## src/rtl/hdlc_rx_deframer_if.sv

```systemverilog
// hdlc_rx_deframer_if: serial bit input and deframed word/pulse outputs
interface hdlc_rx_deframer_if #(parameter int DATA_W = 8);
  logic in_valid;
  logic in_bit;
  logic [DATA_W-1:0] dout;
  logic dout_valid;
  logic dout_sof;
  logic frame_end;
  logic frame_err;
  logic abort;
  logic stuff_del;
  modport master(output in_valid, in_bit, input dout, dout_valid, dout_sof, frame_end, frame_err, abort, stuff_del);
  modport slave(input in_valid, in_bit, output dout, dout_valid, dout_sof, frame_end, frame_err, abort, stuff_del);
endinterface

```

## src/rtl/hdlc_rx_deframer.sv

```systemverilog
// hdlc_rx_deframer: bit-destuffing flag/abort detector with payload deserialiser
module hdlc_rx_deframer #(
  parameter int ONES_STUFF = 5,
  parameter int DATA_W = 8
) (
  input logic clk,
  input logic areset,
  hdlc_rx_deframer_if.slave bus
);
  localparam int S = ONES_STUFF;
  localparam int D = S + 2;
  localparam int CW = $clog2(S + 3);
  localparam int BW = $clog2(DATA_W + 1);
  localparam logic [CW-1:0] K_S = CW'(S);
  localparam logic [CW-1:0] K_S1 = CW'(S + 1);
  localparam logic [CW-1:0] K_S2 = CW'(S + 2);
  localparam logic [BW-1:0] K_LAST = BW'(DATA_W - 1);
  typedef enum logic [1:0] {HUNT, OPEN, DATA} state_t;
  state_t state, state_n;
  logic [CW-1:0] ones_cnt, ones_n;
  logic [D-1:0] wbit, wtag, wbit_n, wtag_n;
  logic [DATA_W-2:0] acc, acc_n;
  logic [BW-1:0] nbits, nbits_n;
  logic first, first_n;
  logic [DATA_W-1:0] dout_q, dout_n;
  logic dv_q, sof_q, fe_q, ferr_q, ab_q, sd_q;
  logic dv_n, sof_n, fe_n, ferr_n, ab_n, sd_n;
  logic is1, c_ab, c_flag, c_sd, c_enter, new_tag, take;
  // A sample is a flag/abort/stuffed zero only by its value and the ones run before it.
  // The window is as deep as a flag's 0+ones, so the flag can retract them all before
  // any reaches the accumulator.
  assign is1 = bus.in_bit;
  assign c_ab = bus.in_valid & is1 & (ones_cnt == K_S1);
  assign c_flag = bus.in_valid & ~is1 & (ones_cnt == K_S1);
  assign c_sd = bus.in_valid & ~is1 & (ones_cnt == K_S);
  assign c_enter = bus.in_valid & (is1 ? (ones_cnt < K_S1) : (ones_cnt != K_S));
  assign new_tag = is1 | (ones_cnt < K_S);
  assign take = c_enter & wtag[D-1] & ~c_flag & (state != HUNT);
  assign bus.dout = dout_q;
  assign bus.dout_valid = dv_q;
  assign bus.dout_sof = sof_q;
  assign bus.frame_end = fe_q;
  assign bus.frame_err = ferr_q;
  assign bus.abort = ab_q;
  assign bus.stuff_del = sd_q;
  // Next-state: run counter, window shift, accumulator and frame FSM with pulse outputs
  always_comb begin
    state_n = state;
    ones_n = ones_cnt;
    wbit_n = wbit;
    wtag_n = wtag;
    acc_n = acc;
    nbits_n = nbits;
    first_n = first;
    dout_n = dout_q;
    dv_n = 1'b0;
    sof_n = 1'b0;
    fe_n = 1'b0;
    ferr_n = 1'b0;
    ab_n = 1'b0;
    sd_n = c_sd;
    if (bus.in_valid) begin
      ones_n = ~is1 ? '0 : (ones_cnt == K_S2) ? ones_cnt : ones_cnt + 1'b1;
      if (c_enter) begin
        wbit_n = {wbit[D-2:0], is1};
        wtag_n = {wtag[D-2:0] & {(D-1){~c_flag}}, new_tag};
      end
      if (take) begin
        acc_n = {wbit[D-1], acc[DATA_W-2:1]};
        first_n = first | (state == OPEN);
        state_n = DATA;
        nbits_n = nbits + 1'b1;
        if (nbits == K_LAST) begin
          dout_n = {wbit[D-1], acc};
          dv_n = 1'b1;
          sof_n = first_n;
          first_n = 1'b0;
          nbits_n = '0;
        end
      end
      if (c_flag) begin
        fe_n = (state == DATA) & (nbits == '0);
        ferr_n = (state == DATA) & (nbits != '0);
        state_n = OPEN;
        nbits_n = '0;
        first_n = 1'b0;
      end
      if (c_ab) begin
        ab_n = (state == DATA);
        state_n = HUNT;
        wtag_n = '0;
        nbits_n = '0;
        first_n = 1'b0;
      end
    end
  end
  // State and registered outputs
  always_ff @(posedge clk or posedge areset) begin
    if (areset) begin
      state <= HUNT;
      ones_cnt <= '0;
      wbit <= '0;
      wtag <= '0;
      acc <= '0;
      nbits <= '0;
      first <= 1'b0;
      dout_q <= '0;
      dv_q <= 1'b0;
      sof_q <= 1'b0;
      fe_q <= 1'b0;
      ferr_q <= 1'b0;
      ab_q <= 1'b0;
      sd_q <= 1'b0;
    end else begin
      state <= state_n;
      ones_cnt <= ones_n;
      wbit <= wbit_n;
      wtag <= wtag_n;
      acc <= acc_n;
      nbits <= nbits_n;
      first <= first_n;
      dout_q <= dout_n;
      dv_q <= dv_n;
      sof_q <= sof_n;
      fe_q <= fe_n;
      ferr_q <= ferr_n;
      ab_q <= ab_n;
      sd_q <= sd_n;
    end
  end
endmodule
```

## src/flat_wrapper.sv

```systemverilog
// flat-port wrapper written by rule: the top's interface ports become plain ports
module hdlc_rx_deframer_flat 
#(
  parameter int ONES_STUFF = 5,
  parameter int DATA_W = 8
)
  (clk, areset, bus_in_valid, bus_in_bit, bus_dout, bus_dout_valid, bus_dout_sof, bus_frame_end, bus_frame_err, bus_abort, bus_stuff_del);
  hdlc_rx_deframer_if #(.DATA_W(DATA_W)) bus_i ();
  input logic clk;
  input logic areset;
  input wire logic [$bits(bus_i.in_valid)-1:0] bus_in_valid;
  input wire logic [$bits(bus_i.in_bit)-1:0] bus_in_bit;
  output wire logic [$bits(bus_i.dout)-1:0] bus_dout;
  output wire logic [$bits(bus_i.dout_valid)-1:0] bus_dout_valid;
  output wire logic [$bits(bus_i.dout_sof)-1:0] bus_dout_sof;
  output wire logic [$bits(bus_i.frame_end)-1:0] bus_frame_end;
  output wire logic [$bits(bus_i.frame_err)-1:0] bus_frame_err;
  output wire logic [$bits(bus_i.abort)-1:0] bus_abort;
  output wire logic [$bits(bus_i.stuff_del)-1:0] bus_stuff_del;
  assign bus_i.in_valid = bus_in_valid;
  assign bus_i.in_bit = bus_in_bit;
  assign bus_dout = bus_i.dout;
  assign bus_dout_valid = bus_i.dout_valid;
  assign bus_dout_sof = bus_i.dout_sof;
  assign bus_frame_end = bus_i.frame_end;
  assign bus_frame_err = bus_i.frame_err;
  assign bus_abort = bus_i.abort;
  assign bus_stuff_del = bus_i.stuff_del;
  hdlc_rx_deframer #(.ONES_STUFF(ONES_STUFF), .DATA_W(DATA_W)) u_core (.clk(clk), .areset(areset), .bus(bus_i));
endmodule
```

## config.mk

```make
export PLATFORM = sky130hd
export DESIGN_NAME = hdlc_rx_deframer_flat
export DESIGN_NICKNAME = d
export VERILOG_FILES = /design/src/rtl/hdlc_rx_deframer_if.sv /design/src/rtl/hdlc_rx_deframer.sv /design/src/flat_wrapper.sv
export SDC_FILE = /design/constraint.sdc
export NUM_CORES = 1
export LEC_CHECK = 0
export CELL_PAD_IN_SITES_DETAIL_PLACEMENT = 1
export CELL_PAD_IN_SITES_GLOBAL_PLACEMENT = 1
export CORE_ASPECT_RATIO = 0.5
export CORE_MARGIN = 10
export CORE_UTILIZATION = 54
export CTS_CLUSTER_DIAMETER = 80
export DETAILED_ROUTE_END_ITERATION = 16
export DONT_BUFFER_PORTS = 1
export PLACE_DENSITY = 0.86
export SETUP_SLACK_MARGIN = 0.3
export SLEW_MARGIN = 10
export SYNTH_ARGS = -nofsm -noshare
export SYNTH_HDL_FRONTEND = slang
export SYNTH_SLANG_ARGS = --single-unit
```

## constraint.sdc

```tcl
create_clock -name clk -period 4.28 [get_ports clk]
set_input_delay 0.856 -clock clk [delete_from_list [all_inputs] [get_ports clk]]
set_output_delay 0.856 -clock clk [all_outputs]
set_load 0.03 [all_outputs]
```

# Word-level counts from Yosys, hierarchy flattened
# Cells that the tools add are included.
word_totals:
  reg_bits: 45
  elab_cells: 81
op_classes:
  n_mux: 28
  n_reduce_logical: 11
  n_addsub: 2
  n_lt_le_gt_ge: 2
  n_eq_ne: 8
  bitwise: 16
ops:
  columns: ["operator", "count"]
  rows:
  - ["1-bit 2-to-1 mux", 17]
  - ["4-bit 2-to-1 mux", 4]
  - ["7-bit 2-to-1 mux", 2]
  - ["1-bit bitwise AND", 11]
  - ["2-bit AND reduction", 5]
  - ["3-bit equality test (second input constant)", 3]
  - ["6-bit bitwise AND", 1]
  - ["3-bit less-than comparator (second input constant)", 2]
  - ["2-bit 2-to-1 mux", 3]
  - ["3-bit 2-to-1 mux", 2]
  - ["4-bit by 1-bit adder with 4-bit output (second input constant)", 1]
  - ["4-bit by 3-bit equality test with 1-bit output (second input constant)", 1]
  - ["4-bit logical NOT", 1]
  - ["2-bit nonzero test", 2]
  - ["4-bit nonzero test", 1]
  - ["3-bit by 1-bit adder with 3-bit output (second input constant)", 1]
  - ["3-bit inequality test (second input constant)", 1]
  - ["3-bit AND reduction", 1]
  - ["3-bit nonzero test", 1]
  - ["2-bit by 1-bit equality test with 1-bit output (second input constant)", 1]
  - ["2-bit equality test (second input constant)", 1]
  - ["2-bit inequality test (second input constant)", 1]
  - ["1-bit NOT", 2]
  - ["1-bit bitwise OR", 2]

# Longest topological paths before layout
# Gate-level depths: netlist of run 1.
logic_depth:
  depth_word: 9
  mapped_depth: 7
  depth_no_buf: 6

# Worst setup path after synthesis of run 1
# No wires, ideal clock.
synth_timing:
  path_type: "in2reg"
  from: "input port bus_in_bit"
  to: "register u_core.dout_q[0] (netlist: u_core.bus.dout[0])"
  arrival_time_ps: 2289
  cell_stages: 4
  required_ps: 4155
  setup_slack_ps: 1866
  cell_sequence: "buf_6 > mux2_4 > a2111oi_4 > mux2_2"
synth_via:
  elab_chain_len: 7
  word_cells_on_any_way: 10
  cone_classes: "1 x mux; 8 x bitwise; 1 x reduce/logical"
synth_rtl:
  columns: ["element", "line", "rtl"]
  rows:
  - ["from (decl)", "flat_wrapper.sv:12", "input wire logic [$bits(bus_i.in_bit)-1:0] bus_in_bit;"]
  - ["1-bit NOT", "hdlc_rx_deframer.sv:34", "assign c_flag = bus.in_valid & ~is1 & (ones_cnt == K_S1);"]
  - ["1-bit bitwise AND (2 in series)", "hdlc_rx_deframer.sv:34", null]
  - ["1-bit NOT", "hdlc_rx_deframer.sv:38", "assign take = c_enter & wtag[D-1] & ~c_flag & (state != HUNT);"]
  - ["1-bit bitwise AND * (2 in series)", "hdlc_rx_deframer.sv:38", null]
  - ["3-bit AND reduction (no line) *", null, null]
  - ["to (signal assigned)", "hdlc_rx_deframer.sv:122", "dout_q <= dout_n;"]
  - ["to (decl)", "hdlc_rx_deframer.sv:25", "logic [DATA_W-1:0] dout_q, dout_n;"]
# Every way passes the cells marked *; elsewhere a longest branch is shown, timed or not.
# A chain may end at the register's enable or synchronous reset.

# Worst setup path in the final report of run 1
layout_timing:
  from: "register u_core.ones_cnt[1]"
  to: "register u_core.dout_q[5] (netlist: u_core.bus.dout[5])"
layout_via:
  elab_chain_len: 7
  word_cells_on_any_way: 11
  cone_classes: "1 x order compare; 2 x eq/ne; 1 x mux; 6 x bitwise; 1 x reduce/logical"
layout_rtl:
  columns: ["element", "line", "rtl"]
  rows:
  - ["from (decl)", "hdlc_rx_deframer.sv:20", "logic [CW-1:0] ones_cnt, ones_n;"]
  - ["from (signal assigned)", "hdlc_rx_deframer.sv:116", "ones_cnt <= ones_n;"]
  - ["3-bit less-than comparator or 3-bit inequality test (tied branches)", "hdlc_rx_deframer.sv:36", "assign c_enter = bus.in_valid & (is1 ? (ones_cnt < K_S1) : (ones_cnt != K_S));"]
  - ["1-bit 2-to-1 mux", "hdlc_rx_deframer.sv:36", null]
  - ["1-bit bitwise AND", "hdlc_rx_deframer.sv:36", null]
  - ["1-bit bitwise AND", "hdlc_rx_deframer.sv:38", null]
  - ["1-bit bitwise AND * (2 in series)", "hdlc_rx_deframer.sv:38", null]
  - ["3-bit AND reduction (no line) *", null, null]
# Marks and branches as above.

==> results of run 1 <==
[through the flow]
stage | total power (µW) | cells | setup WS (ns) | cell area (µm²) | utilization [%]
3_3_place_gp | 682.7 | 203 | 1.829 | 2002 | 57.66
2_1_floorplan | 657.3 | 158 | 1.866 | 1966 | -
5_1_grt | 1075 | 211 | 1.751 | 2113 | 60.86
3_5_place_dp | 704.6 | 203 | 1.800 | 2002 | 57.66
4_1_cts | 1028 | 211 | 1.860 | 2113 | 60.86
6_report | 1019 | 211 | 1.872 | 2113 | 60.86
[power groups by stage]
| stage | clock [µW] | combinational (µW) | sequential (µW) |
|---|---|---|---|
| final | 323 | 153 | 544 |
| after detailed placement | 0 | 154 | 551 |
| after global routing | 349 | 172 | 555 |
| after global placement | 0 | 138 | 544 |
| after CTS | 329 | 155 | 544 |
| after floorplan | 0 | 128 | 529 |
[sequential cells by signal (all words and copies together) (netlist names)]
register and count:
u_core.bus.frame_err 1, u_core.bus.stuff_del 1, u_core.wbit 7, u_core.nbits 4, u_core.bus.dout_valid 1, u_core.bus.frame_end 1
u_core.bus.abort 1, u_core.first 1, u_core.acc 7, u_core.wtag 7, u_core.ones_cnt 3, u_core.state 2
u_core.bus.dout_sof 1, u_core.bus.dout 8
[layer usage]
layer  track usage (%)  part of all wire, %  vias up
met2             18.21                   45       29
met4             5.442                  2.5        0
li1                  -                    -      551
met3             5.967                  7.9        9
met5                 0                    0        -
met1             14.38                   45      594
[worst paths after layout]
check                           cells after the start  slack [ns]                from              endpoint
worst max-delay path                                5        1.87  u_core.ones_cnt[1]    u_core.bus.dout[5]
min in group asynchronous                           2        0.58              areset  u_core.bus.frame_end
worst min register to register                      1        0.50      u_core.wtag[2]        u_core.wtag[3]
worst max register to register                      5        1.87  u_core.ones_cnt[1]    u_core.bus.dout[5]
worst min-delay path                                1        0.50      u_core.wtag[2]        u_core.wtag[3]
max in group asynchronous                           2        3.32              areset        u_core.wbit[0]
[cells by family after synthesis]
group	Yosys count	synth area share (%)
flip-flops	45	57.29
adder cells (fa/ha/maj)	6	3.819
XOR/XNOR	1	0.4457
multiplexers	25	14.32
AO/OA/AOI/OAI	27	11.20
buffers and inverters	16	3.501
AND/OR/NAND/NOR	38	9.421
[synth_stat cells]
| cell type | number |
|---|---|
| dfrtp_1 | 45 |
| mux2_2 | 21 |
| nand2_1 | 14 |
| inv_1 | 9 |
| nor2_1 | 9 |
| a22o_1 | 6 |
| ha_1 | 6 |
| a21oi_1 | 5 |
| clkbuf_1 | 5 |
| nand3_1 | 4 |
| o21ai_0 | 4 |
| mux2i_1 | 3 |
| a211oi_1 | 2 |
| and3_1 | 2 |
| nand3b_1 | 2 |
| nor2b_1 | 2 |
| o211ai_1 | 2 |
| a2111oi_4 | 1 |
| a211oi_2 | 1 |
| a21bo_2 | 1 |
| a221oi_1 | 1 |
| a31o_2 | 1 |
| and2_1 | 1 |
| and2b_2 | 1 |
| and3_2 | 1 |
| and4b_1 | 1 |
| buf_2 | 1 |
| buf_6 | 1 |
| mux2_4 | 1 |
| nand2b_1 | 1 |
| o2111a_1 | 1 |
| o21a_1 | 1 |
| o22ai_1 | 1 |
| xnor2_1 | 1 |
[area by class of cell]
class | instances | area, µm²
Fill cell | 354 | 1359
Sequential cell | 45 | 1126
Multi-Input combinational cell | 97 | 770.7
Clock buffer | 6 | 72.57
Tap cell | 51 | 63.81
Clock inverter | 2 | 38.79
Inverter | 9 | 33.78
Timing Repair Buffer | 1 | 7.507
[worst max-delay path: cells and delay by family (launching register included)]
kind | cells | cell delay (ns)
mux | 2 | 0.76
buf+inv | 1 | 0.08
compound gates | 1 | 0.75
flops | 1 | 0.49
fa+ha+maj | 1 | 0.23
==> qor.yml, run 1 <==
synthesis:
  syn_area_per_cell_um2: 12.44
  synth-seq-cells: 45
  synth_top_area_cell: "dfrtp_1"
  synthTopCellsByArea: "dfrtp_1, mux2_2, ha_1"
  synthCells: 158
  syn_area_um2: 1966
  yosysUniqueCellTypes: 34
  yosysWarnings: 0
  ys_seq_area_share_pct: 57.29
  synth_top_area_share_pct: 57.29
  syn_nets: 168
pwr:
  p_switching_uw: 283.4
  sw_frac_of_total_pct: 27.81
  p_int_uw: 735.6
  leakage_uw: 0.001001
  powerDensity_nw_per_um2: 482.2
  p_comb_share_pct: 15.0
  p_seq_share_pct: 53.4
  clkPwrFrac_pct: 31.7
  vdd_drop_max_mv: 0.2531
critical_path:
  slowest_stage: "a2111oi_4"
  cp_cell_sequence: "inv_1 > ha_1 > mux2_4 > a2111oi_4 > mux2_2"
  required_ns: 4.48
  critPathKind: "flip-flop to flip-flop"
  critPathLaunchType: "flip-flop"
  max_stage_delay_ns: 0.75
  end_kind: "flip-flop"
  cp_max_fo: 10
  crit_arrival_ns: 2.60
detailed_routing:
  dr.first_iter.drc_count: 44
  drt-vias-per-instance: 5.607
  routed_wl_um: 3788
  vias: 1183
  wl_per_cell_um: 17.95
  drtAntennaViolNets: 0
  firstDrtPassIters: 4
  remaining_drc_errors: 0
final_layout:
  final_cell_mix: "dfrtp_1, mux2_2, nand2_1"
  area_growth_pct: 7.511
  final_common_cell: "dfrtp_1"
  drive_above_1_share_pct: 22.50
  final_nets: 169
  diodes: 0
sta:
  holdWs_ns: 0.5020
  rsz0062_at_grt: "no"
  hold_viol_final: 0
  worst_slew_pin_slew_ns: 0.7498
  finClkSkew_ns: 0.009069
  fmax_mhz: 415.3
  final-max-slew-violation-count: 0
  setup_viol_count_final: 0
  period_needed_ns: 2.408
  post-route-period-util_pct: 56.25
  fin_tns_setup_ns: 0
  maxSlewHeadroom_pct: 50.01
die:
  num_rows: 15
  ios: 18
  core_um2: 3472
  fp.dieH_um: 62.66
  dieArea_um2: 6600
  initial_core_util_pct: 56.61
  die_w_um: 105.3
placed_design:
  port_buffers: 0
  gp_congestion: 0.7600
  place_hpwl_um: 2625
grt:
  grt_max_degree: 46
  grt-ovfl-total: 0
  grt_pass1_wl_um: 6430
  grt_use_total_pct: 12.15
  antenna_found_initial: 0
  grt_pass1_vias: 1275
cts:
  numClockSinks: 45
  ctsResizeCount: 0
  clk_latency_ns: 0.30
  root_buffer: "clkbuf_8"
  cts_tree: "yes"
  cts-htree-levels: 2
  cts_hold_buf: 0
  cts_setup_buffers: 0
  clkTransAtPathRegs_ns: 0.09
  cts_inserted_buffers: 5
  clk_path_buf_depth: 2
status:
  outcome: "finished, final reports clean"
flow_run:
  cap_violations: 0
min_path:
  min_path_type: "flip-flop to flip-flop"
(Power assumes the default switching activity.)
==> run 2: changes to the inputs <==
--- a/config.mk
+++ b/config.mk
@@ -5,15 +5,16 @@
 export SDC_FILE = /design/constraint.sdc
 export NUM_CORES = 1
 export LEC_CHECK = 0
+export ABC_AREA = 1
 export CELL_PAD_IN_SITES_DETAIL_PLACEMENT = 1
 export CELL_PAD_IN_SITES_GLOBAL_PLACEMENT = 1
 export CORE_ASPECT_RATIO = 0.5
 export CORE_MARGIN = 10
-export CORE_UTILIZATION = 54
+export CORE_UTILIZATION = 47
 export CTS_CLUSTER_DIAMETER = 80
 export DETAILED_ROUTE_END_ITERATION = 16
 export DONT_BUFFER_PORTS = 1
-export PLACE_DENSITY = 0.86
+export PLACE_DENSITY = 0.81
 export SETUP_SLACK_MARGIN = 0.3
 export SLEW_MARGIN = 10
 export SYNTH_ARGS = -nofsm -noshare
==> constraint.sdc (replaced) <==
create_clock -name clk -period 2.5 [get_ports clk]
set_input_delay 0.5 -clock clk [delete_from_list [all_inputs] [get_ports clk]]
set_output_delay 0.5 -clock clk [all_outputs]
set_load 0.03 [all_outputs]
==> run 2 against run 1 <==
  * Wire length is 20% higher
  * Combinational power rose by 68%
  * Critical endpoint is now u_core.bus.dout[2]
  * Critical path type unchanged
  * Die area increased by 14%
  * Global-route usage rose by 0.68 points
  * Clock-buffer cell count decreased by 1
  * Fmax rose by 42%
  * Sequential share of layout area decreased by 1.9 points
  * Sequential power grew 66%
  * Non-clock buffer count up 2
  * Largest power group unchanged
  * Total power grew 68%
  * First-iteration DRC count increased by 27%
==> qor.yml, run 2 <==
sta:
  hold_viol_final: 0  # unchanged
  maxSlewHeadroom_pct: 37.13  # -13 points
  fmax_mhz: 588.9  # +42%
  final-max-slew-violation-count: 0  # unchanged
  period_needed_ns: 1.698  # -0.7096 ns
  finClkSkew_ns: 0.01604  # +0.006973 ns
  post-route-period-util_pct: 67.92  # +12 points
  worst_slew_pin_slew_ns: 0.9416  # +0.1918 ns
  holdWs_ns: 0.2701  # -0.2320 ns
  rsz0062_at_grt: "no"
  setup_viol_count_final: 0  # unchanged
  fin_tns_setup_ns: 0  # unchanged
critical_path:
  required_ns: 2.69  # -1.79 ns
  slowest_stage: "dfrtp_1"
  max_stage_delay_ns: 0.43  # -0.32 ns
  critPathKind: "flip-flop to flip-flop"
  r2r_cells: 8  # +3
  cpMostUsedCell: "nand2_1"
  cp_cell_sequence: "inv_1 > ha_1 > nand2_1 > nand2_1 > nand2_4 > nand3_2 > nand2_1 > nand2_1"
  end_kind: "flip-flop"
  cp.buffers_inverters: 1  # unchanged
  regToRegSetupSlack_ns: 0.80  # -1.07 ns
  cp_max_fo: 27  # +17
  critPathLaunchType: "flip-flop"
  crit_arrival_ns: 1.89  # -0.71 ns
  r2r-end: "u_core.bus.dout[2]"
  worstReg2RegStart: "u_core.ones_cnt[1]"
  crit_family: "simple AND/OR/NAND/NOR gates"
detailed_routing:
  drt-vias-per-instance: 5.380  # -4.0%
  drtAntennaViolNets: 0  # unchanged
  vias: 1544  # +31%
  wl_per_cell_um: 15.83  # -12%
  dr.first_iter.drc_count: 56  # +27%
  firstDrtPassIters: 4  # unchanged
  remaining_drc_errors: 0  # unchanged
  routed_wl_um: 4543  # +20%
grt:
  grt_pass1_wl_um: 7879  # +23%
  antenna_found_initial: 0  # unchanged
  grt-ovfl-total: 0  # unchanged
  grt_max_degree: 46  # unchanged
  grt_use_total_pct: 12.84  # +0.68 points
  grt_pass1_vias: 1638  # +28%
pwr:
  p_seq_share_pct: 52.6  # -0.8 points
  sw_frac_of_total_pct: 29.52  # +1.7 points
  clkPwrFrac_pct: 32.4  # +0.7 points
  power_uw: 1713  # +68%
  vdd_drop_max_mv: 0.2613  # +3.2%
  powerDensity_nw_per_um2: 782.4  # +62%
  p_int_uw: 1207  # +64%
  p_comb_share_pct: 15.0  # about the same
  leakage_uw: 0.001179  # +18%
  p_switching_uw: 505.7  # +78%
synthesis:
  syn_nets: 240  # +43%
  synth_edf_count: 0  # unchanged
  yosysWarnings: 0  # unchanged
  ys_seq_area_share_pct: 55.18  # -2.1 points
  synth_top_area_cell: "dfrtp_1"
  yosysUniqueCellTypes: 23  # -32%
  ys_top_cells_by_count: "nand2_1, dfrtp_1, nand3_1, inv_1, nor2_1"
  synth-seq-cells: 45  # unchanged
  syn_area_um2: 2041  # +3.8%
  synth_top_area_share_pct: 55.18  # -2.1 points
  syn_area_per_cell_um2: 8.873  # -29%
  yosysMostFrequentCell: "nand2_1"
  synthCells: 230  # +46%
  synthFlopType: "dfrtp_1"
  async_reset_ff_share_pct: 100.0  # unchanged
  synthTopCellsByArea: "dfrtp_1, nand2_1, nand3_1"
cts:
  cts_tree: "yes"
  clkTransAtPathRegs_ns: 0.10  # about the same
  root_buffer: "clkbuf_8"
  cts_setup_buffers: 0  # unchanged
  cts_inserted_buffers: 5  # unchanged
  cts_hold_buf: 0  # unchanged
  numClockSinks: 45  # unchanged
  cts-htree-levels: 2  # unchanged
  clk_latency_ns: 0.31  # about the same
  clk_path_buf_depth: 2  # unchanged
  ctsResizeCount: 0  # unchanged
placed_design:
  place_area_um2: 2074  # +3.6%
  gp_congestion: 0.7816  # +2.8%
  dp.cells: 279  # +37%
  place_hpwl_um: 3213  # +22%
  port_buffers: 0  # unchanged
final_layout:
  design_area_um2: 2190  # +3.6%
  area_growth_pct: 7.296
  final_nets: 242  # +43%
  diodes: 0  # unchanged
  fillerInstances: 485  # +37%
  largest_reg_flops: 8  # unchanged
  final_cell_mix: "nand2_1, dfrtp_1, nand3_1"
  ff_latch_area_um2: 1126  # unchanged
  final_common_cell: "nand2_1"
  multi_input_area_um2: 794.5  # +3.1%
  fin_cells: 287  # +36%
  drive_above_1_share_pct: 10.30  # -12 points
status:
  outcome: "finished, final reports clean"
die:
  die_w_um: 113.2  # +7.5%
  dieArea_um2: 7538  # +14%
  initial_core_util_pct: 50.46  # -6.1 points
  fp.dieH_um: 66.60  # +6.3%
  ios: 18  # unchanged
  core_um2: 4044  # +16%
  num_rows: 16  # +1
min_path:
  min_path_type: "input port to async pin"
flow_run:
  cap_violations: 0  # unchanged
==> run 2: how the worst max path moves through the flow <==
stage / startpoint / to / cells past startpoint
6_report: u_core.ones_cnt[1] / u_core.bus.dout[2] / 8
3_3_place_gp: u_core.ones_cnt[0] / u_core.nbits[0] / 7
4_1_cts: u_core.ones_cnt[1] / u_core.bus.dout[2] / 8
3_5_place_dp: u_core.ones_cnt[1] / u_core.bus.dout[2] / 8
2_1_floorplan: areset / u_core.acc[0] / 1
5_1_grt: u_core.ones_cnt[1] / u_core.bus.dout[0] / 8
==> run 2: cell families (layout without fill, tap and decap cells) <==
logic type	after synthesis	after routing	synth area share, %
and+or+nand+nor	143	143	31.94
buffers and inverters	25	28	5.886
adders and majority gates	6	6	3.679
xor gates and xnor gates	1	1	0.4293
DFF	45	45	55.18
AOI/OAI and AO/OA	10	10	2.882
==> run 2: metal layers <==
layer  up-vias  share of wire [%]  global-route usage, %
met5         -                  0                      0
met4         0               0.42                  3.302
met3         2                5.4                  4.558
met2        22                 50                  23.07
met1       774                 44                  14.37
li1        746                  -                      -
==> run 2: metrics by stage <==
step           setup slack, ns  utilization (%)
3_5_place_dp            0.7826            51.30
5_1_grt                 0.5760            54.15
4_1_cts                 0.7701            54.15
6_report                0.8020            54.15
2_1_floorplan           0.9406                -
3_3_place_gp            0.8612            51.30
==> run 2: cell type report <==
cell class,instances,share of cell area (%)
Timing Repair Buffer,3,1.029
Tap cell,54,3.086
Clock buffer,5,3.143
Clock inverter,3,2.114
Inverter,17,2.914
Multi-Input combinational cell,160,36.29
Sequential cell,45,51.43
==> run 2: power by group through the flow <==
| stage | Clock (µW) | Sequential, µW | Combinational [µW] |
|---|---|---|---|
| 6_report | 555 | 901 | 257 |
| 3_3_place_gp | 0 | 907 | 236 |
| 2_1_floorplan | 0 | 891 | 209 |
| 4_1_cts | 573 | 900 | 263 |
| 3_5_place_dp | 0 | 913 | 259 |
| 5_1_grt | 605 | 916 | 302 |
